[src/rtl/cascade_controller.sv]
// cascade_controller
// Runs one detection window through a Haar cascade. For every stage it
// fetches the stage's weak-classifier count, issues one request per feature
// to the evaluator, sums the returned votes and compares the sum with the
// stage threshold. A stage below threshold rejects the window; passing the
// last stage reports a face.
//
// Ports
//   clk_i           clock, all state on the rising edge
//   rst_i           asynchronous active-high reset
//   start_i         begin a window (only looked at while idle)
//   stage_num_o     current stage, addresses the count and threshold ROMs
//   feat_amount_i   feature count of the current stage (combinational)
//   stage_thresh_i  signed threshold of the current stage (combinational)
//   feat_idx_o      flat index of the requested feature
//   feat_req_o      feature-evaluation request
//   feat_valid_i    evaluator result valid, completes the request
//   feat_vote_i     signed weak-classifier vote
//   busy_o          window in progress
//   done_o          one-cycle completion pulse
//   face_o          result, held until the next accepted start
module cascade_controller #(
  parameter  int NUM_STAGES = 22,
  parameter  int VOTE_W     = 16,
  parameter  int ACC_W      = 24,
  parameter  int IDX_W      = 12,
  parameter  int FCNT_W     = 8,
  localparam int SN_W       = (NUM_STAGES > 1) ? $clog2(NUM_STAGES) : 1
) (
  input  logic                     clk_i,
  input  logic                     rst_i,
  input  logic                     start_i,
  output logic [SN_W-1:0]          stage_num_o,
  input  logic [FCNT_W-1:0]        feat_amount_i,
  input  logic signed [VOTE_W-1:0] stage_thresh_i,
  output logic [IDX_W-1:0]         feat_idx_o,
  output logic                     feat_req_o,
  input  logic                     feat_valid_i,
  input  logic signed [VOTE_W-1:0] feat_vote_i,
  output logic                     busy_o,
  output logic                     done_o,
  output logic                     face_o
);

  typedef enum logic [2:0] {
    S_IDLE,
    S_LOAD,
    S_REQ,
    S_CHECK,
    S_DONE
  } state_t;

  state_t                    state_q, state_d;
  logic [SN_W-1:0]           stage_q, stage_d;
  logic [IDX_W-1:0]          idx_q, idx_d;
  logic [FCNT_W-1:0]         cnt_q, cnt_d;
  logic [FCNT_W-1:0]         total_q, total_d;
  logic signed [ACC_W-1:0]   acc_q, acc_d;
  logic                      face_q, face_d;

  logic signed [ACC_W-1:0]   vote_ext;
  logic signed [ACC_W-1:0]   thresh_ext;

  assign vote_ext   = {{(ACC_W-VOTE_W){feat_vote_i[VOTE_W-1]}}, feat_vote_i};
  assign thresh_ext = {{(ACC_W-VOTE_W){stage_thresh_i[VOTE_W-1]}}, stage_thresh_i};

  always_ff @(posedge clk_i or posedge rst_i) begin
    if (rst_i) begin
      state_q <= S_IDLE;
      stage_q <= '0;
      idx_q   <= '0;
      cnt_q   <= '0;
      total_q <= '0;
      acc_q   <= '0;
      face_q  <= 1'b0;
    end else begin
      state_q <= state_d;
      stage_q <= stage_d;
      idx_q   <= idx_d;
      cnt_q   <= cnt_d;
      total_q <= total_d;
      acc_q   <= acc_d;
      face_q  <= face_d;
    end
  end

  always_comb begin
    state_d = state_q;
    stage_d = stage_q;
    idx_d   = idx_q;
    cnt_d   = cnt_q;
    total_d = total_q;
    acc_d   = acc_q;
    face_d  = face_q;
    unique case (state_q)
      S_IDLE: begin
        if (start_i) begin
          stage_d = '0;
          idx_d   = '0;
          cnt_d   = '0;
          acc_d   = '0;
          face_d  = 1'b0;
          state_d = S_LOAD;
        end
      end
      S_LOAD: begin
        total_d = feat_amount_i;
        cnt_d   = '0;
        acc_d   = '0;
        // An empty stage goes straight to the threshold test with acc = 0.
        state_d = (feat_amount_i == '0) ? S_CHECK : S_REQ;
      end
      S_REQ: begin
        if (feat_valid_i) begin
          acc_d = acc_q + vote_ext;
          // The flat index advances on every transfer, including the last
          // one of a stage, so it points at the next stage's first feature.
          idx_d = idx_q + IDX_W'(1);
          if (cnt_q == total_q - FCNT_W'(1)) state_d = S_CHECK;
          else                               cnt_d   = cnt_q + FCNT_W'(1);
        end
      end
      S_CHECK: begin
        if (acc_q < thresh_ext) begin
          face_d  = 1'b0;
          state_d = S_DONE;
        end else if (stage_q == SN_W'(NUM_STAGES-1)) begin
          face_d  = 1'b1;
          state_d = S_DONE;
        end else begin
          stage_d = stage_q + SN_W'(1);
          state_d = S_LOAD;
        end
      end
      S_DONE:  state_d = S_IDLE;
      default: state_d = S_IDLE;
    endcase
  end

  // Outputs come straight from registered state.
  assign stage_num_o = stage_q;
  assign feat_idx_o  = idx_q;
  assign feat_req_o  = (state_q == S_REQ);
  assign busy_o      = (state_q == S_LOAD) || (state_q == S_REQ) || (state_q == S_CHECK);
  assign done_o      = (state_q == S_DONE);
  assign face_o      = face_q;

endmodule

[config.mk]
export PLATFORM = sky130hd
export DESIGN_NAME = cascade_controller
export DESIGN_NICKNAME = d
export VERILOG_FILES = /design/src/rtl/cascade_controller.sv
export SDC_FILE = /design/constraint.sdc
export NUM_CORES = 1
export LEC_CHECK = 0
export CAP_MARGIN = 20
export CORE_AREA = 4 4 121 123
export DETAILED_ROUTE_END_ITERATION = 10
export DIE_AREA = 0 0 125 127
export GPL_TIMING_DRIVEN = 1
export PLACE_DENSITY_LB_ADDON = 0.08
export SLEW_MARGIN = 10
export SYNTH_ARGS = -nofsm -noshare
export SYNTH_HDL_FRONTEND = slang
export SYNTH_SLANG_ARGS = --single-unit
[constraint.sdc]
create_clock -name clk_i -period 3.8 [get_ports clk_i]
set_clock_uncertainty 0.15 [all_clocks]
set_input_delay 0.95 -clock clk_i [delete_from_list [all_inputs] [get_ports clk_i]]
set_output_delay 0.95 -clock clk_i [all_outputs]
set_load 0.01 [all_outputs]
==> results of run 1 <==
[Yosys cell counts, types with 2 or more instances]
master,instances,share of area [%]
o2111a_1,2,0.48
o211a_1,2,0.43
nand3_1,16,1.7
a211oi_1,7,1.1
o2111ai_1,3,0.56
xor2_1,20,3.8
mux2_2,6,1.5
and2_1,7,0.94
o2111ai_2,2,0.65
o21ai_0,37,4.0
o31ai_1,3,0.48
o221ai_1,2,0.38
nor2_1,26,2.1
or3_1,7,0.94
o211ai_1,2,0.32
dfrtp_1,61,33
nor3b_1,4,0.65
a21oi_1,27,2.9
a31oi_1,4,0.54
xnor2_1,15,2.8
nor2b_1,3,0.40
a21boi_0,2,0.32
mux2i_1,5,1.1
o22ai_1,2,0.27
ha_1,51,14
and3b_1,2,0.38
a22o_1,4,0.75
or2_2,2,0.27
nand2b_1,7,0.94
nor3_1,11,1.2
clkbuf_1,13,1.0
and3_1,3,0.40
nand3b_1,2,0.32
o21bai_1,6,0.97
o21ai_1,5,0.54
nand2_1,47,3.8
a211o_1,2,0.38
nand4_1,18,2.4
o21a_1,3,0.48
a32o_1,2,0.43
a21o_1,10,1.6
inv_1,30,2.4
nor4_1,5,0.67
[per-stage QoR]
stage	utilization [%]	std cells
after floorplan	-	517
after global placement	41.3	770
after detailed placement	41.3	770
after CTS	43.6	786
after global routing	43.6	786
final	43.6	786
[state kept, by name (all words and copies together), names as in the netlist]
name         cells
acc_q           24
feat_idx_o      12
total_q          8
cnt_q            8
face_o           1
stage_num_o      5
state_q          3
[routing by layer]
| metal | vias to the layer above | GRT usage, % | part of all wire, % |
|---|---|---|---|
| li1 | 2084 | - | - |
| met1 | 1956 | 20.9 | 50 |
| met2 | 70 | 25.3 | 46 |
| met3 | 11 | 3.18 | 3.0 |
| met4 | 0 | 4.21 | 1.3 |
| met5 | - | 0 | 0 |
[area by class of cell]
cell class,instances,share of cell area [%]
well taps,180,3.78
clock inverters,3,0.715
multi-input cells,411,49.7
flip-flops and latches,61,25.6
clock buffers,13,4.54
repair buffers,87,13.7
inverters,31,1.95
[power groups by stage]
stage                     logic, mW  registers [mW]  clock network, mW
after floorplan                1.25           0.972                  0
after global placement         1.71            1.06                  0
after detailed placement       1.74            1.06                  0
after CTS                      1.75            1.05              0.884
after global routing           1.97            1.08              0.914
final                          1.74            1.05              0.856
[critical path, cell delays in order]
cell,delay [ps]
clkdlybuf4s50_1,450
inv_1,140
ha_1,370
buf_4,160
nand2_1,50
o21ai_0,80
a311oi_1,310
o2111ai_1,180
o21ai_0,390
a21o_1,310
mux2i_1,210
[cell families (layout without fill, tap and decap cells)]
| logic type | Yosys count | in the layout | share of synthesized area, % |
|---|---|---|---|
| adder cells (fa/ha/maj) | 52 | 52 | 14.1 |
| XOR/XNOR | 35 | 35 | 6.58 |
| AND/OR/NAND/NOR | 170 | 170 | 19.3 |
| flip-flops | 61 | 61 | 32.8 |
| multiplexers | 11 | 11 | 2.53 |
| AO/OA/AOI/OAI | 143 | 143 | 21.0 |
| buffers and inverters | 45 | 134 | 3.65 |
[path summary, 6_finish.rpt]
check	to	slack (ps)	depth (start not counted)
max in group asynchronous	feat_idx_o[11]	1970	3
setup reg to reg	acc_q[12]	960	9
min in group asynchronous	acc_q[22]	850	2
setup / recovery	stage_num_o[1]	280	11
hold reg to reg	stage_num_o[4]	360	1
hold / removal	stage_num_o[4]	360	1
[cell usage in the layout (no fill, tap or decap), types with 3 or more instances in the layout]
cell type | netlist | routed
a211oi_1 | 7 | 7
a21o_1 | 10 | 10
a21oi_1 | 27 | 27
a22o_1 | 4 | 4
a31oi_1 | 4 | 4
and2_1 | 7 | 7
and3_1 | 3 | 3
buf_4 | 0 | 23
clkbuf_16 | 0 | 9
clkbuf_8 | 0 | 3
clkdlybuf4s50_1 | 0 | 64
dfrtp_1 | 61 | 61
ha_1 | 51 | 51
inv_1 | 30 | 29
mux2_2 | 6 | 6
mux2i_1 | 5 | 5
nand2_1 | 47 | 47
nand2b_1 | 7 | 7
nand3_1 | 16 | 16
nand4_1 | 18 | 18
nor2_1 | 26 | 26
nor2b_1 | 3 | 3
nor3_1 | 11 | 11
nor3b_1 | 4 | 4
nor4_1 | 5 | 5
o2111ai_1 | 3 | 3
o21a_1 | 3 | 3
o21ai_0 | 37 | 37
o21ai_1 | 5 | 5
o21bai_1 | 6 | 6
o31ai_1 | 3 | 3
or3_1 | 7 | 7
xnor2_1 | 15 | 15
xor2_1 | 20 | 20
==> flow_metrics.env, run 1 <==
export IMPL_status="finished, final reports clean"
export IMPL_rows=43
export IMPL_power_frac_seq_pct=28.8
export IMPL_vias=4121
export IMPL_ir_drop_mv=0.312
export IMPL_ctsLongestPathBuffers=2
export IMPL_ys_ff_latch=61
export IMPL_multiInputGateArea_mm2=0.00296
export IMPL_cts_setup_buffers=0
export IMPL_fmax_mhz=284
export IMPL_place_gp_congestion=0.816
export IMPL_htree_levels=3
export IMPL_ys_flop_type="dfrtp_1"
export IMPL_syn2layout_area_growth_pct=27.9
export IMPL_floorplan_initialDensity_pct=34.1
export IMPL_grt_overflow_total=0
export IMPL_grt_pass1_wl_um=20200
export IMPL_worstSetupEndpointType="flip-flop"
export IMPL_syn_nets=613
export IMPL_synth_area_mm2=0.00466
export IMPL_fin_hold_ws_ps=358
export IMPL_nets=697
export IMPL_swShare_pct=40.0
export IMPL_final_hold_viol_count=0
export IMPL_drive_gt1_share_pct=9.74
export IMPL_portBuffers=64
export IMPL_first_pass_iters=4
export IMPL_final_area_mm2=0.00595
export IMPL_routedWlPerCell_um=15.3
export IMPL_p_per_area_mw_per_mm2=612
export IMPL_placed_area_mm2=0.00564
export IMPL_drv_cap=0
export IMPL_p_switching_mw=1.46
export IMPL_startpoint_type="input port"
export IMPL_die_h_um=127
export IMPL_setup_tns_ps=0
export IMPL_cts_hold_buf=0
export IMPL_cp_data_required_time_ps=3900
export IMPL_fillers=1378
export IMPL_hold_start="stage_num_o[4]"
export IMPL_critical_path_class="in2reg"
export IMPL_core_mm2=0.0137
export IMPL_avgViaCountPerCell=5.24
export IMPL_critPathMaxFanout=9
export IMPL_diodes=0
export IMPL_synth_edf_count=0
export IMPL_yosysSeqAreaShare_pct=32.8
export IMPL_total_power_mw=3.65
export IMPL_cellLeakagePower_nw=2.70
export IMPL_reg2reg_from="acc_q[0]"
export IMPL_setup_ws_ps=285
export IMPL_arrival_ps=3620
export IMPL_slew_viol_final=0
export IMPL_worst_pin_slew_ps=561
export IMPL_routed_wl_um=12000
export IMPL_first_iter_violations=164
export IMPL_drc=0
export IMPL_grtUsageTotal_pct=15.5
export IMPL_grt_max_degree=28
export IMPL_root_buffer="clkbuf_16"
export IMPL_seq_area_mm2=0.00153
export IMPL_slew_headroom_pct=62.5
export IMPL_power_frac_clock_pct=23.5
export IMPL_netlist_instances=517
export IMPL_pin_count=65
export IMPL_cts_resized=0
export IMPL_dp_hpwl_um=9380
export IMPL_antenna_found_initial=0
export IMPL_async_flop_share_pct=100
export IMPL_synth_warnings=0
export IMPL_grt_setup_unrepaired="false"
export IMPL_combPwrFrac_pct=47.8
export IMPL_grt_pass1_vias=4091
export IMPL_min_path_type="reg2reg"
export IMPL_numCtsBuffers=9
export IMPL_ant_nets=0
export IMPL_clkTransAtPathRegs_ps=50
export IMPL_p_int_mw=2.19
export IMPL_cts_sinks=61
export IMPL_crit_start="stage_thresh_i[15]"
export IMPL_clk_latency_ps=330
export IMPL_period_needed_ps=3520
export IMPL_avgSynthCellArea_um2=9.01
export IMPL_fin_crit_sh_pct=92.5
export IMPL_ys_types=72
export IMPL_cts_tree="yes"
export IMPL_setup_viol=0
export IMPL_die_area_mm2=0.0159
export IMPL_die_width_um=125
export IMPL_dp_worst_setup_slack_ps=-52.3
No activity file was read; power rests on OpenSTA's default activity.
==> inputs of run 2 (changes only) <==
- CORE_AREA: 4 4 121 123 -> 4 4 154 97
- DIE_AREA: 0 0 125 127 -> 0 0 158 101
==> run 2 against run 1 <==
  * Via count decreased by 1.3%
  * Cell count is 1.3% lower
  * Die area is 0.52% higher
  * Largest cell class unchanged
  * Sequential share of layout area up 0.13 points
  * Sequential power about the same
  * Critical path depth fell by 1
  * First-iteration DRC count is 43% higher
  * Register-to-register slack improved by 30 ps
  * Clock power down 3.3%
  * Utilization is 0.58 points higher
==> flow_metrics.env, run 2 (same netlist as run 1, synthesis figures left out) <==
export IMPL_dp_worst_setup_slack_ps=3.27
export IMPL_worstSetupEndpointType="flip-flop"
export IMPL_cp_depth=10
export IMPL_top_register="acc_q"
export IMPL_clk_latency_ps=320
export IMPL_grt_max_degree=62
export IMPL_die_h_um=101
export IMPL_reg2regPathDepth=9
export IMPL_critical_path_top_delay_family="simple AND/OR/NAND/NOR gates"
export IMPL_slew_headroom_pct=32.0
export IMPL_period_needed_ps=3460
export IMPL_critPathMaxFanout=9
export IMPL_grt_overflow_total=0
export IMPL_drive_gt1_share_pct=9.32
export IMPL_pin_count=65
export IMPL_first_pass_iters=4
export IMPL_setup_viol=0
export IMPL_root_buffer="clkbuf_16"
export IMPL_arrival_ps=3500
export IMPL_antenna_found_initial=0
export IMPL_timing_critical_path_buf_inv=2
export IMPL_numCtsBuffers=9
export IMPL_p_per_area_mw_per_mm2=615
export IMPL_max_stage_delay_ps=500
export IMPL_ctsLongestPathBuffers=2
export IMPL_htree_levels=3
export IMPL_grt_pass1_wl_um=21400
export IMPL_min_path_type="reg2reg"
export IMPL_final_cell_mix="64 x clkdlybuf4s50_1, 61 x dfrtp_1, 51 x ha_1"
export IMPL_reg2reg_from="acc_q[10]"
export IMPL_core_mm2=0.0134
export IMPL_routedWlPerCell_um=16.4
export IMPL_dp_hpwl_um=9830
export IMPL_startpoint_type="input port"
export IMPL_rows=33
export IMPL_portBuffers=64
export IMPL_ir_drop_mv=0.257
export IMPL_fin_crit_sh_pct=90.9
export IMPL_critical_path_class="in2reg"
export IMPL_r2r_slack_ps=990
export IMPL_cts_hold_buf=0
export IMPL_avgViaCountPerCell=5.24
export IMPL_crit_chain="clkdlybuf4s50_1 -> inv_1 -> ha_1 -> nand4_1 -> nor2_1 -> nand3_1 -> or4b_1 -> a2111oi_0 -> a211o_1 -> o31ai_1"
export IMPL_die_area_mm2=0.0160
export IMPL_cellLeakagePower_nw=2.68
export IMPL_power_frac_seq_pct=29.3
export IMPL_total_power_mw=3.64
export IMPL_cts_setup_buffers=0
export IMPL_place_gp_congestion=0.857
export IMPL_fmax_mhz=289
export IMPL_first_iter_violations=234
export IMPL_drv_cap=0
export IMPL_combPwrFrac_pct=48.0
export IMPL_p_switching_mw=1.49
export IMPL_cts_sinks=61
export IMPL_cp_data_required_time_ps=3840
export IMPL_clkTransAtPathRegs_ps=50
export IMPL_cts_tree="yes"
export IMPL_reg2reg_to="acc_q[22]"
export IMPL_grt_setup_unrepaired="false"
export IMPL_floorplan_initialDensity_pct=34.7
export IMPL_final_hold_viol_count=0
export IMPL_swShare_pct=41.0
export IMPL_hold_start="stage_num_o[4]"
export IMPL_drc=0
export IMPL_final_common_cell="clkdlybuf4s50_1"
export IMPL_fillers=1273
export IMPL_worst_pin_slew_ps=1020
export IMPL_min_delay_path_depth=1
export IMPL_status="finished, final reports clean"
export IMPL_vias=4068
export IMPL_grt_pass1_vias=4116
export IMPL_slew_viol_final=0
export IMPL_syn2layout_area_growth_pct=27.2
export IMPL_slowest_stage="or4b_1"
export IMPL_seq_area_mm2=0.00153
export IMPL_p_int_mw=2.15
export IMPL_setup_tns_ps=0
export IMPL_routed_wl_um=12700
export IMPL_multiInputGateArea_mm2=0.00297
export IMPL_grtUsageTotal_pct=16.9
export IMPL_nets=693
export IMPL_die_width_um=158
export IMPL_fin_util_pct=44.1
export IMPL_diodes=0
export IMPL_hold_path_end="stage_num_o[4]"
export IMPL_power_frac_clock_pct=22.7
export IMPL_ant_nets=0
export IMPL_setup_ws_ps=344
export IMPL_largest_reg_flops=24
export IMPL_cts_resized=0
-- run 2: cell count changes in the layout (fill, tap and decap cells not counted), sizes merged --
cell    before  now
clkinv       1    2
buf         23   19
clkbuf      13   11
-- run 2: layer usage --
metal	GRT usage [%]	vias up	share of wire, %
li1	-	2075	-
met1	27.1	1889	57
met2	23.0	98	38
met3	3.47	6	4.6
met4	3.34	0	0.51
met5	0	-	0
-- run 2: metrics by stage --
| stage | hold WS [ps] | cell area, um^2 | instances |
|---|---|---|---|
| 2_1_floorplan | 329 | 4660 | 517 |
| 3_3_place_gp | 352 | 5620 | 761 |
| 3_5_place_dp | 357 | 5620 | 761 |
| 4_1_cts | 366 | 5920 | 776 |
| 5_1_grt | 394 | 5920 | 776 |
| 6_report | 356 | 5920 | 776 |
-- run 2: power by group through the flow --
stage | registers [mW] | clock network, mW | logic [mW]
final | 1.07 | 0.828 | 1.75
after global placement | 1.07 | 0 | 1.72
after CTS | 1.07 | 0.853 | 1.76
after detailed placement | 1.08 | 0 | 1.74
after global routing | 1.10 | 0.880 | 1.99
after floorplan | 0.972 | 0 | 1.25
-- run 2: area by class of cell --
class / instances / area share (%)
Clock buffer: 11 / 4.27
Clock inverter: 4 / 0.803
Inverter: 31 / 1.96
Multi-Input combinational cell: 411 / 50.1
Sequential cell: 61 / 25.8
Tap cell: 175 / 3.70
Timing Repair Buffer: 83 / 13.4
-- run 2: worst max path at each step --
stage                     endpoint                from
floorplan                acc_q[12]      feat_vote_i[0]
global placement    stage_num_o[2]  stage_thresh_i[15]
detailed placement  stage_num_o[2]  stage_thresh_i[15]
CTS                 stage_num_o[2]  stage_thresh_i[15]
global route        stage_num_o[1]  stage_thresh_i[15]
finish              stage_num_o[2]  stage_thresh_i[15]
